**src/rtl/l2_cache_control_if.sv**
```systemverilog
// Bundles the arbiter handshake, L2 datapath status/strobes and physical memory
// request lines seen by the L2 cache controller.
interface l2_cache_control_if;
  // Arbiter side
  logic mem_read;
  logic mem_write;
  logic mem_resp;
  logic out_way_sel;
  // Datapath status
  logic hit0;
  logic hit1;
  logic dirty0;
  logic dirty1;
  logic lru;
  // Datapath strobes
  logic load_way0;
  logic load_way1;
  logic data_sel;
  logic set_dirty;
  logic clear_dirty;
  logic load_lru;
  logic lru_in;
  // Physical memory
  logic pmem_read;
  logic pmem_write;
  logic pmem_resp;
  logic pmem_addr_sel;

  modport master (
    input  mem_read, mem_write, hit0, hit1, dirty0, dirty1, lru, pmem_resp,
    output mem_resp, out_way_sel, load_way0, load_way1, data_sel, set_dirty,
           clear_dirty, load_lru, lru_in, pmem_read, pmem_write, pmem_addr_sel
  );

  modport slave (
    output mem_read, mem_write, hit0, hit1, dirty0, dirty1, lru, pmem_resp,
    input  mem_resp, out_way_sel, load_way0, load_way1, data_sel, set_dirty,
           clear_dirty, load_lru, lru_in, pmem_read, pmem_write, pmem_addr_sel
  );
endinterface

```
**src/rtl/l2_cache_control.sv**
```systemverilog
// Control FSM for a 2-way set-associative write-back L2: same-cycle hits,
// writeback/fetch on misses, plus saturating hit/miss counters.
module l2_cache_control #(
  parameter int unsigned CNT_WIDTH = 16
) (
  input  logic                 clk,
  input  logic                 rst,
  l2_cache_control_if.master   bus,
  input  logic                 clr_counts,
  output logic [CNT_WIDTH-1:0] hit_count,
  output logic [CNT_WIDTH-1:0] miss_count
);

  typedef enum logic [1:0] {
    IDLE,
    WRITEBACK,
    FETCH
  } state_e;

  localparam logic [CNT_WIDTH-1:0] CNT_ONE = CNT_WIDTH'(1);

  state_e                 state_q, state_d;
  logic                   refill_q, refill_d;
  logic [CNT_WIDTH-1:0]   hit_count_q, hit_count_d;
  logic [CNT_WIDTH-1:0]   miss_count_q, miss_count_d;

  logic req, is_write, hit, hw, victim_dirty;
  logic count_hit, count_miss;

  // A simultaneous read and write is handled as a read.
  assign req          = bus.mem_read | bus.mem_write;
  assign is_write     = bus.mem_write & ~bus.mem_read;
  assign hit          = bus.hit0 | bus.hit1;
  assign hw           = ~bus.hit0;
  assign victim_dirty = bus.lru ? bus.dirty1 : bus.dirty0;

  // NOTE: every signal driven here gets a default first, so no path can leave
  // one unassigned and infer a latch.
  always_comb begin
    state_d           = state_q;
    refill_d          = refill_q;
    count_hit         = 1'b0;
    count_miss        = 1'b0;
    bus.mem_resp      = 1'b0;
    bus.out_way_sel   = 1'b0;
    bus.load_way0     = 1'b0;
    bus.load_way1     = 1'b0;
    bus.data_sel      = 1'b0;
    bus.set_dirty     = 1'b0;
    bus.clear_dirty   = 1'b0;
    bus.load_lru      = 1'b0;
    bus.lru_in        = 1'b0;
    bus.pmem_read     = 1'b0;
    bus.pmem_write    = 1'b0;
    bus.pmem_addr_sel = 1'b0;

    unique case (state_q)
      IDLE: begin
        if (req) begin
          if (hit) begin
            count_hit       = ~refill_q;
            bus.mem_resp    = 1'b1;
            bus.load_lru    = 1'b1;
            bus.lru_in      = ~hw;
            bus.out_way_sel = hw;
            if (is_write) begin
              bus.load_way0 = ~hw;
              bus.load_way1 = hw;
              bus.data_sel  = 1'b1;
              bus.set_dirty = 1'b1;
            end
            refill_d = 1'b0;
          end else begin
            count_miss = ~refill_q;
            if (victim_dirty) begin
              state_d = WRITEBACK;
            end else if (is_write) begin
              // Write-allocate: the full line comes from the arbiter, no fetch.
              bus.load_way0 = ~bus.lru;
              bus.load_way1 = bus.lru;
              bus.data_sel  = 1'b1;
              bus.set_dirty = 1'b1;
              bus.load_lru  = 1'b1;
              bus.lru_in    = ~bus.lru;
              bus.mem_resp  = 1'b1;
              refill_d      = 1'b0;
            end else begin
              state_d = FETCH;
            end
          end
        end
      end
      WRITEBACK: begin
        bus.pmem_write    = 1'b1;
        bus.pmem_addr_sel = 1'b1;
        if (bus.pmem_resp) begin
          bus.clear_dirty = 1'b1;
          refill_d        = 1'b1;
          state_d         = IDLE;
        end
      end
      FETCH: begin
        bus.pmem_read = 1'b1;
        if (bus.pmem_resp) begin
          bus.load_way0   = ~bus.lru;
          bus.load_way1   = bus.lru;
          bus.clear_dirty = 1'b1;
          refill_d        = 1'b1;
          state_d         = IDLE;
        end
      end
      default: state_d = IDLE;
    endcase
  end

  always_comb begin
    hit_count_d  = hit_count_q;
    miss_count_d = miss_count_q;
    if (clr_counts) begin
      hit_count_d  = '0;
      miss_count_d = '0;
    end else begin
      if (count_hit && hit_count_q != '1)   hit_count_d  = hit_count_q + CNT_ONE;
      if (count_miss && miss_count_q != '1) miss_count_d = miss_count_q + CNT_ONE;
    end
  end

  // NOTE: state registers use non-blocking assignments so every flop samples
  // the pre-edge values regardless of statement order.
  always_ff @(posedge clk or posedge rst) begin
    if (rst) begin
      state_q      <= IDLE;
      refill_q     <= 1'b0;
      hit_count_q  <= '0;
      miss_count_q <= '0;
    end else begin
      state_q      <= state_d;
      refill_q     <= refill_d;
      hit_count_q  <= hit_count_d;
      miss_count_q <= miss_count_d;
    end
  end

  assign hit_count  = hit_count_q;
  assign miss_count = miss_count_q;

endmodule

```
**src/flat_wrapper.sv**
```systemverilog
// flat-port wrapper written by rule: the top's interface ports become plain ports
module l2_cache_control_flat 
#(
  parameter int unsigned CNT_WIDTH = 16
)
  (clk, rst, clr_counts, hit_count, miss_count, bus_mem_read, bus_mem_write, bus_hit0, bus_hit1, bus_dirty0, bus_dirty1, bus_lru, bus_pmem_resp, bus_mem_resp, bus_out_way_sel, bus_load_way0, bus_load_way1, bus_data_sel, bus_set_dirty, bus_clear_dirty, bus_load_lru, bus_lru_in, bus_pmem_read, bus_pmem_write, bus_pmem_addr_sel);
  l2_cache_control_if bus_i ();
  input  logic clk;
  input  logic rst;
  input  logic clr_counts;
  output logic [CNT_WIDTH-1:0] hit_count;
  output logic [CNT_WIDTH-1:0] miss_count;
  input wire logic [$bits(bus_i.mem_read)-1:0] bus_mem_read;
  input wire logic [$bits(bus_i.mem_write)-1:0] bus_mem_write;
  input wire logic [$bits(bus_i.hit0)-1:0] bus_hit0;
  input wire logic [$bits(bus_i.hit1)-1:0] bus_hit1;
  input wire logic [$bits(bus_i.dirty0)-1:0] bus_dirty0;
  input wire logic [$bits(bus_i.dirty1)-1:0] bus_dirty1;
  input wire logic [$bits(bus_i.lru)-1:0] bus_lru;
  input wire logic [$bits(bus_i.pmem_resp)-1:0] bus_pmem_resp;
  output wire logic [$bits(bus_i.mem_resp)-1:0] bus_mem_resp;
  output wire logic [$bits(bus_i.out_way_sel)-1:0] bus_out_way_sel;
  output wire logic [$bits(bus_i.load_way0)-1:0] bus_load_way0;
  output wire logic [$bits(bus_i.load_way1)-1:0] bus_load_way1;
  output wire logic [$bits(bus_i.data_sel)-1:0] bus_data_sel;
  output wire logic [$bits(bus_i.set_dirty)-1:0] bus_set_dirty;
  output wire logic [$bits(bus_i.clear_dirty)-1:0] bus_clear_dirty;
  output wire logic [$bits(bus_i.load_lru)-1:0] bus_load_lru;
  output wire logic [$bits(bus_i.lru_in)-1:0] bus_lru_in;
  output wire logic [$bits(bus_i.pmem_read)-1:0] bus_pmem_read;
  output wire logic [$bits(bus_i.pmem_write)-1:0] bus_pmem_write;
  output wire logic [$bits(bus_i.pmem_addr_sel)-1:0] bus_pmem_addr_sel;
  assign bus_i.mem_read = bus_mem_read;
  assign bus_i.mem_write = bus_mem_write;
  assign bus_i.hit0 = bus_hit0;
  assign bus_i.hit1 = bus_hit1;
  assign bus_i.dirty0 = bus_dirty0;
  assign bus_i.dirty1 = bus_dirty1;
  assign bus_i.lru = bus_lru;
  assign bus_i.pmem_resp = bus_pmem_resp;
  assign bus_mem_resp = bus_i.mem_resp;
  assign bus_out_way_sel = bus_i.out_way_sel;
  assign bus_load_way0 = bus_i.load_way0;
  assign bus_load_way1 = bus_i.load_way1;
  assign bus_data_sel = bus_i.data_sel;
  assign bus_set_dirty = bus_i.set_dirty;
  assign bus_clear_dirty = bus_i.clear_dirty;
  assign bus_load_lru = bus_i.load_lru;
  assign bus_lru_in = bus_i.lru_in;
  assign bus_pmem_read = bus_i.pmem_read;
  assign bus_pmem_write = bus_i.pmem_write;
  assign bus_pmem_addr_sel = bus_i.pmem_addr_sel;
  l2_cache_control #(.CNT_WIDTH(CNT_WIDTH)) u_core (.clk(clk), .rst(rst), .bus(bus_i), .clr_counts(clr_counts), .hit_count(hit_count), .miss_count(miss_count));
endmodule
```
**config.mk**
```make
export PLATFORM = sky130hd
export DESIGN_NAME = l2_cache_control_flat
export DESIGN_NICKNAME = d
export VERILOG_FILES = /design/src/rtl/l2_cache_control_if.sv /design/src/rtl/l2_cache_control.sv /design/src/flat_wrapper.sv
export SDC_FILE = /design/constraint.sdc
export NUM_CORES = 1
export LEC_CHECK = 0
export CAP_MARGIN = 0
export CORE_MARGIN = 10
export CORE_UTILIZATION = 30
export CTS_BUF_LIST = sky130_fd_sc_hd__clkbuf_8 sky130_fd_sc_hd__clkbuf_16
export CTS_CLUSTER_DIAMETER = 150
export DETAILED_ROUTE_END_ITERATION = 16
export GPL_TIMING_DRIVEN = 1
export PLACE_DENSITY = 0.51
export RECOVER_POWER = 50
export SYNTH_ARGS = -nofsm -noshare
export SYNTH_HDL_FRONTEND = slang
export SYNTH_SLANG_ARGS = --single-unit
export TNS_END_PERCENT = 100
```
**constraint.sdc**
```tcl
create_clock -name clk -period 2.55 [get_ports clk]
set_clock_uncertainty 0.15 [all_clocks]
set_input_delay 0.51 -clock clk [delete_from_list [all_inputs] [get_ports clk]]
set_output_delay 0.51 -clock clk [all_outputs]
set_load 0.05 [all_outputs]
```
Word-level counts from Yosys, hierarchy flattened
Cells that the tools add are included.
{ "word_totals": {"romBits": 0, "reg_bits": 35, "in_bits": 11, "mem_bits_rw": 0, "latch_bits": 0, "output_inout_bits": 44, "mem_count": 0} }
{ "op_classes": {"n_div": 0, "n_eq_ne": 10, "n_addsub": 2, "mux": 55, "n_mul": 0, "bitwise": 7, "shift": 0, "reduce_logical": 9, "magnitude_cmp": 0} }
{ "op_table": {"columns": ["op", "n"], "rows": [
  ["two-way mux 16 bit", 4],
  ["two-way mux 1 bit", 42],
  ["adder 16 x 1 -> 16 bit, second input constant", 2],
  ["!= test 16 bit, second input constant", 2],
  ["two-way mux 2 bit", 5],
  ["one-hot mux 1 bit (2 select lines)", 3],
  ["nonzero test 2 bit", 3],
  ["AND reduction 5 bit", 1],
  ["!= test 2 x 1 -> 1 bit, second input constant", 2],
  ["inverter 1 bit", 4],
  ["one-hot mux 2 bit (2 select lines)", 1],
  ["AND reduction 4 bit", 1],
  ["!= test 3 x 1 -> 1 bit, second input constant", 1],
  ["!= test 3 x 2 -> 1 bit, second input constant", 1],
  ["!= test 3 bit, second input constant", 1],
  ["== test 2 x 1 -> 1 bit, second input constant", 1],
  ["== test 2 bit, second input constant", 1],
  ["logical AND 1 bit", 2],
  ["zero test 2 bit", 1],
  ["!= test 2 bit, second input constant", 1],
  ["OR 1 bit", 2],
  ["OR reduction 2 bit", 1],
  ["bitwise AND 1 bit", 1]
]} }

Depth between registers and ports, before layout
{ "logic_depth": {"word_depth": 7, "depth_mapped": 8, "mapped_depth_nobuf": 7} }

Worst setup path after synthesis
OpenSTA, ideal clock, no wires.
{ "synth_timing": {"path_kind": "reg-to-output", "startpoint": "register u_core.state_q[0]", "endpoint": "output bus_load_way1", "arrival_ps": 2538, "required_ps": 1890, "n_path_buf": 0, "stages_incl_launch_ff": 6, "path_slack_ps": -648, "path_cell_list": "dfrtp_1 inv_1 ha_1 inv_1 or4b_2 o21ai_0"} }
{ "synth_between": {"elab_chain_cells": 2} }
{ "synth_rtl": {"columns": ["item", "line", "text"], "rows": [
  ["start, declared", "l2_cache_control.sv:22", "state_e state_q, state_d;"],
  ["start signal, assigned", "l2_cache_control.sv:137", "state_q <= state_d;"],
  ["== test 2 bit / zero test 2 bit (equally long branches)", "l2_cache_control.sv:57", "unique case (state_q)"],
  ["one-hot mux 1 bit (2 select lines) *", "l2_cache_control.sv:57", null],
  ["end, declared", "flat_wrapper.sv:24", "output wire logic [$bits(bus_i.load_way1)-1:0] bus_load_way1;"]
]} }
Every way passes the cells marked *; elsewhere a longest branch is shown, timed or not.

Final worst setup path
{ "layout_timing": {"startpoint": "register u_core.state_q[1]", "endpoint": "output bus_load_way1"} }
Same word-level chain as after synthesis.

==> results.cfg <==
[pwr]
seq_power_share_pct = 28.9
p_leak_nw = 1.266
p_comb_share_pct = 50.3
sw_frac_of_total_pct = 39.78
peakVddDrop_uv = 790.2
cellInternalPower_mw = 1.312
pwr-share-clk_pct = 20.8
power.density_nw_per_um2 = 679.5
p_switching_mw = 0.8668

[floorplanning]
die_h_um = 104.4
pin_count = 55
start_util_pct = 31.07
dieArea_um2 = 10890
core_um2 = 6869
rows = 30
die_width_um = 104.4

[sta]
period_minus_slack_ns = 2.533
rsz0062_at_grt = true
worstMarginPinSlew_ns = 0.8998
drv_slew = 0
whs_ns = 0.4351
fin_tns_setup_ns = 0
fin_crit_sh_pct = 99.32
relSlewSlack_pct = 40.01
fmax_ghz = 0.3948
finalSetupViolCount = 0
hold_viol = 0

[synth]
syn-num-nets = 258
synth_top_cell_by_area = dfrtp_1
syn_inst = 242
synth-edff-count = 0
synthArstFlopShare_pct = 100.0
netlist_top_cells_area = dfrtp_1 (41%), nor2_1 (6.5%), xnor2_1 (5.3%), xor2_1 (4.1%), nand3_1 (3.0%)
postSynthAreaPerCell_um2 = 8.820
seq_area_frac_synth_pct = 41.03
syn-cell-area_um2 = 2135
synth_cell_types = 40
synth_top_area_share_pct = 41.03
ys_warn_count = 0
ys.flop_type = dfrtp_1
ys_seq_elements = 35

[clock_network]
clkTransAtPathRegs_ns = 0.07
cts_max_level = 2
clockRootBuffer = clkbuf_8
cts_buffer_depth = 2
cts_buffers = 5
clock_latency_ns = 0.28
cts.sinks = 35
cts_tree = built

[finish]
final_cell_mix = clkdlybuf4s50_1 (37), nor2_1 (36), dfrtp_1 (35), buf_4 (29)
postLayoutCoreUtil_pct = 46.68
fin_cells = 423
antenna_cells = 0
drive_gt1_share_pct = 21.10
final_common_cell = clkdlybuf4s50_1
area_growth_pct = 50.23
fill_cells = 663
nets = 342

[placement]
io_buffers = 54
post-dp-hpwl_um = 4428
gp_congestion = 0.8009
dp.cells = 409

[hold_path]
hold_class = flop to flop

[global_route]
use_met2_pct = 15.58
busiest_layer = met2
grt_usage_pct = 10.64
grt_start_max_net_pins = 36
grt_pass1_vias = 2012
antenna_found_initial = 0
use_met3_pct = 5.328
overflow = 0
use_met1_pct = 13.13
grt_pass1_wl_um = 9811

[detailed_routing]
drt_iter0_drc = 92
avgRoutedWirePerCell_um = 13.74
detail_route.vias_per_cell = 4.858
vias = 2055
wl_um = 5814
first_pass_iters = 4
postRouteAntennaNets = 0
drc = 0

[critical_path]
critPathMaxFanout = 3
worstPathArrival_ns = 1.87
endpoint_kind = output pin
critical_path_class = flop to output pin
crit_required_ns = 1.89
cp-start-kind = flop

[status]
outcome = finished, final reports clean

[run]
max-cap-violations = 0
[final timing paths]
kind                                              startpoint                                 to  slack [ns]  cells after the start
max                            u_core.state_q[1]$_DFFE_PP0P_                      bus_load_way1        0.02                      8
max reg2reg                    u_core.state_q[1]$_DFFE_PP0P_   u_core.miss_count[3]$_DFFE_PP0P_        0.22                     10
max in group asynchronous                                rst        u_core.refill_q$_DFFE_PP0P_        0.90                      3
min                        u_core.miss_count[15]$_DFFE_PP0P_  u_core.miss_count[15]$_DFFE_PP0P_        0.44                      2
min in group asynchronous                                rst      u_core.state_q[1]$_DFFE_PP0P_        0.79                      3
min reg2reg                u_core.miss_count[15]$_DFFE_PP0P_  u_core.miss_count[15]$_DFFE_PP0P_        0.44                      2
[sequential cells by signal (all words and copies together) (netlist names)]
register	cells
u_core.miss_count	16
u_core.hit_count	16
u_core.state_q	2
u_core.refill_q	1
[cells in the mapped netlist (2+ instances only)]
cell,count
or2_2,2
buf_4,3
and2_1,3
a311oi_1,2
o21ai_0,8
ha_1,5
clkbuf_1,4
dfrtp_1,35
nor3_2,2
or4_1,2
a21oi_1,11
nor2b_1,3
nand2_1,14
o2111ai_1,4
nand3_1,13
inv_1,8
and3_1,4
buf_6,2
nand4_1,10
xor2_1,10
nor2_1,37
nor3_1,12
o32ai_1,3
nor4_1,9
nand2b_1,2
o21a_1,2
xnor2_1,13
or3_1,3
and4_1,2
mux2i_1,4
[power by group through the flow]
stage	clock (mW)	combinational (mW)	sequential, mW
after floorplan	0	0.573	0.666
after global routing	0.498	1.18	0.637
after global placement	0	1.04	0.638
after CTS	0.474	1.10	0.630
after detailed placement	0	1.04	0.638
final	0.454	1.10	0.629
[what timing repair did]
item / CTS / global route
hold buffers: 0 / 0
gates resized for setup: 15 / 6
endpoints found under the setup margin: 6 / 5
buffers inserted: 5 / 1
endpoints found under the hold margin: 0 / 0
pin swaps: 4 / 1
[metal layers]
metal	vias to the layer above	wire, um
met2	62	2537
met1	958	2617
met4	0	47
met5	-	0
li1	1033	-
met3	2	612
[cells by family after synthesis]
| logic type | Yosys count | share of synthesized area [%] |
|---|---|---|
| AO/OA/AOI/OAI | 34 | 10.26 |
| XOR/XNOR | 23 | 9.437 |
| adder cells (fa/ha/maj) | 5 | 2.931 |
| buffers and inverters | 18 | 4.396 |
| flip-flops | 35 | 41.03 |
| multiplexers | 5 | 2.403 |
| AND/OR/NAND/NOR | 122 | 29.54 |
[critical path: stages, from the launching register on]
cell and delay (ns):
dfrtp_1 0.39, inv_2 0.08, ha_4 0.14, inv_2 0.04, or4b_4 0.49, o21ai_2 0.14, nand2_2 0.08, o21ai_4 0.08
buf_12 0.15
[layout make-up]
class | instances | area, um^2 | share of cell area [%]
Sequential cell | 35 | 875.8 | 27.31
Clock inverter | 1 | 7.507 | 0.2341
Inverter | 8 | 30.03 | 0.9364
Timing Repair Buffer | 87 | 859.6 | 26.80
Multi-Input combinational cell | 189 | 1217 | 37.96
Clock buffer | 7 | 96.34 | 3.004
Tap cell | 96 | 120.1 | 3.746
[through the flow]
stage / worst slack [ns] / power [mW] / area [um^2]
after floorplan: -0.02027 / 1.239 / 2150
after global placement: -0.1698 / 1.680 / 3037
after detailed placement: -0.1886 / 1.681 / 3037
after CTS: -0.006523 / 2.204 / 3199
after global routing: -0.06454 / 2.312 / 3207
final: 0.01727 / 2.179 / 3207
(Power assumes the default switching activity.)
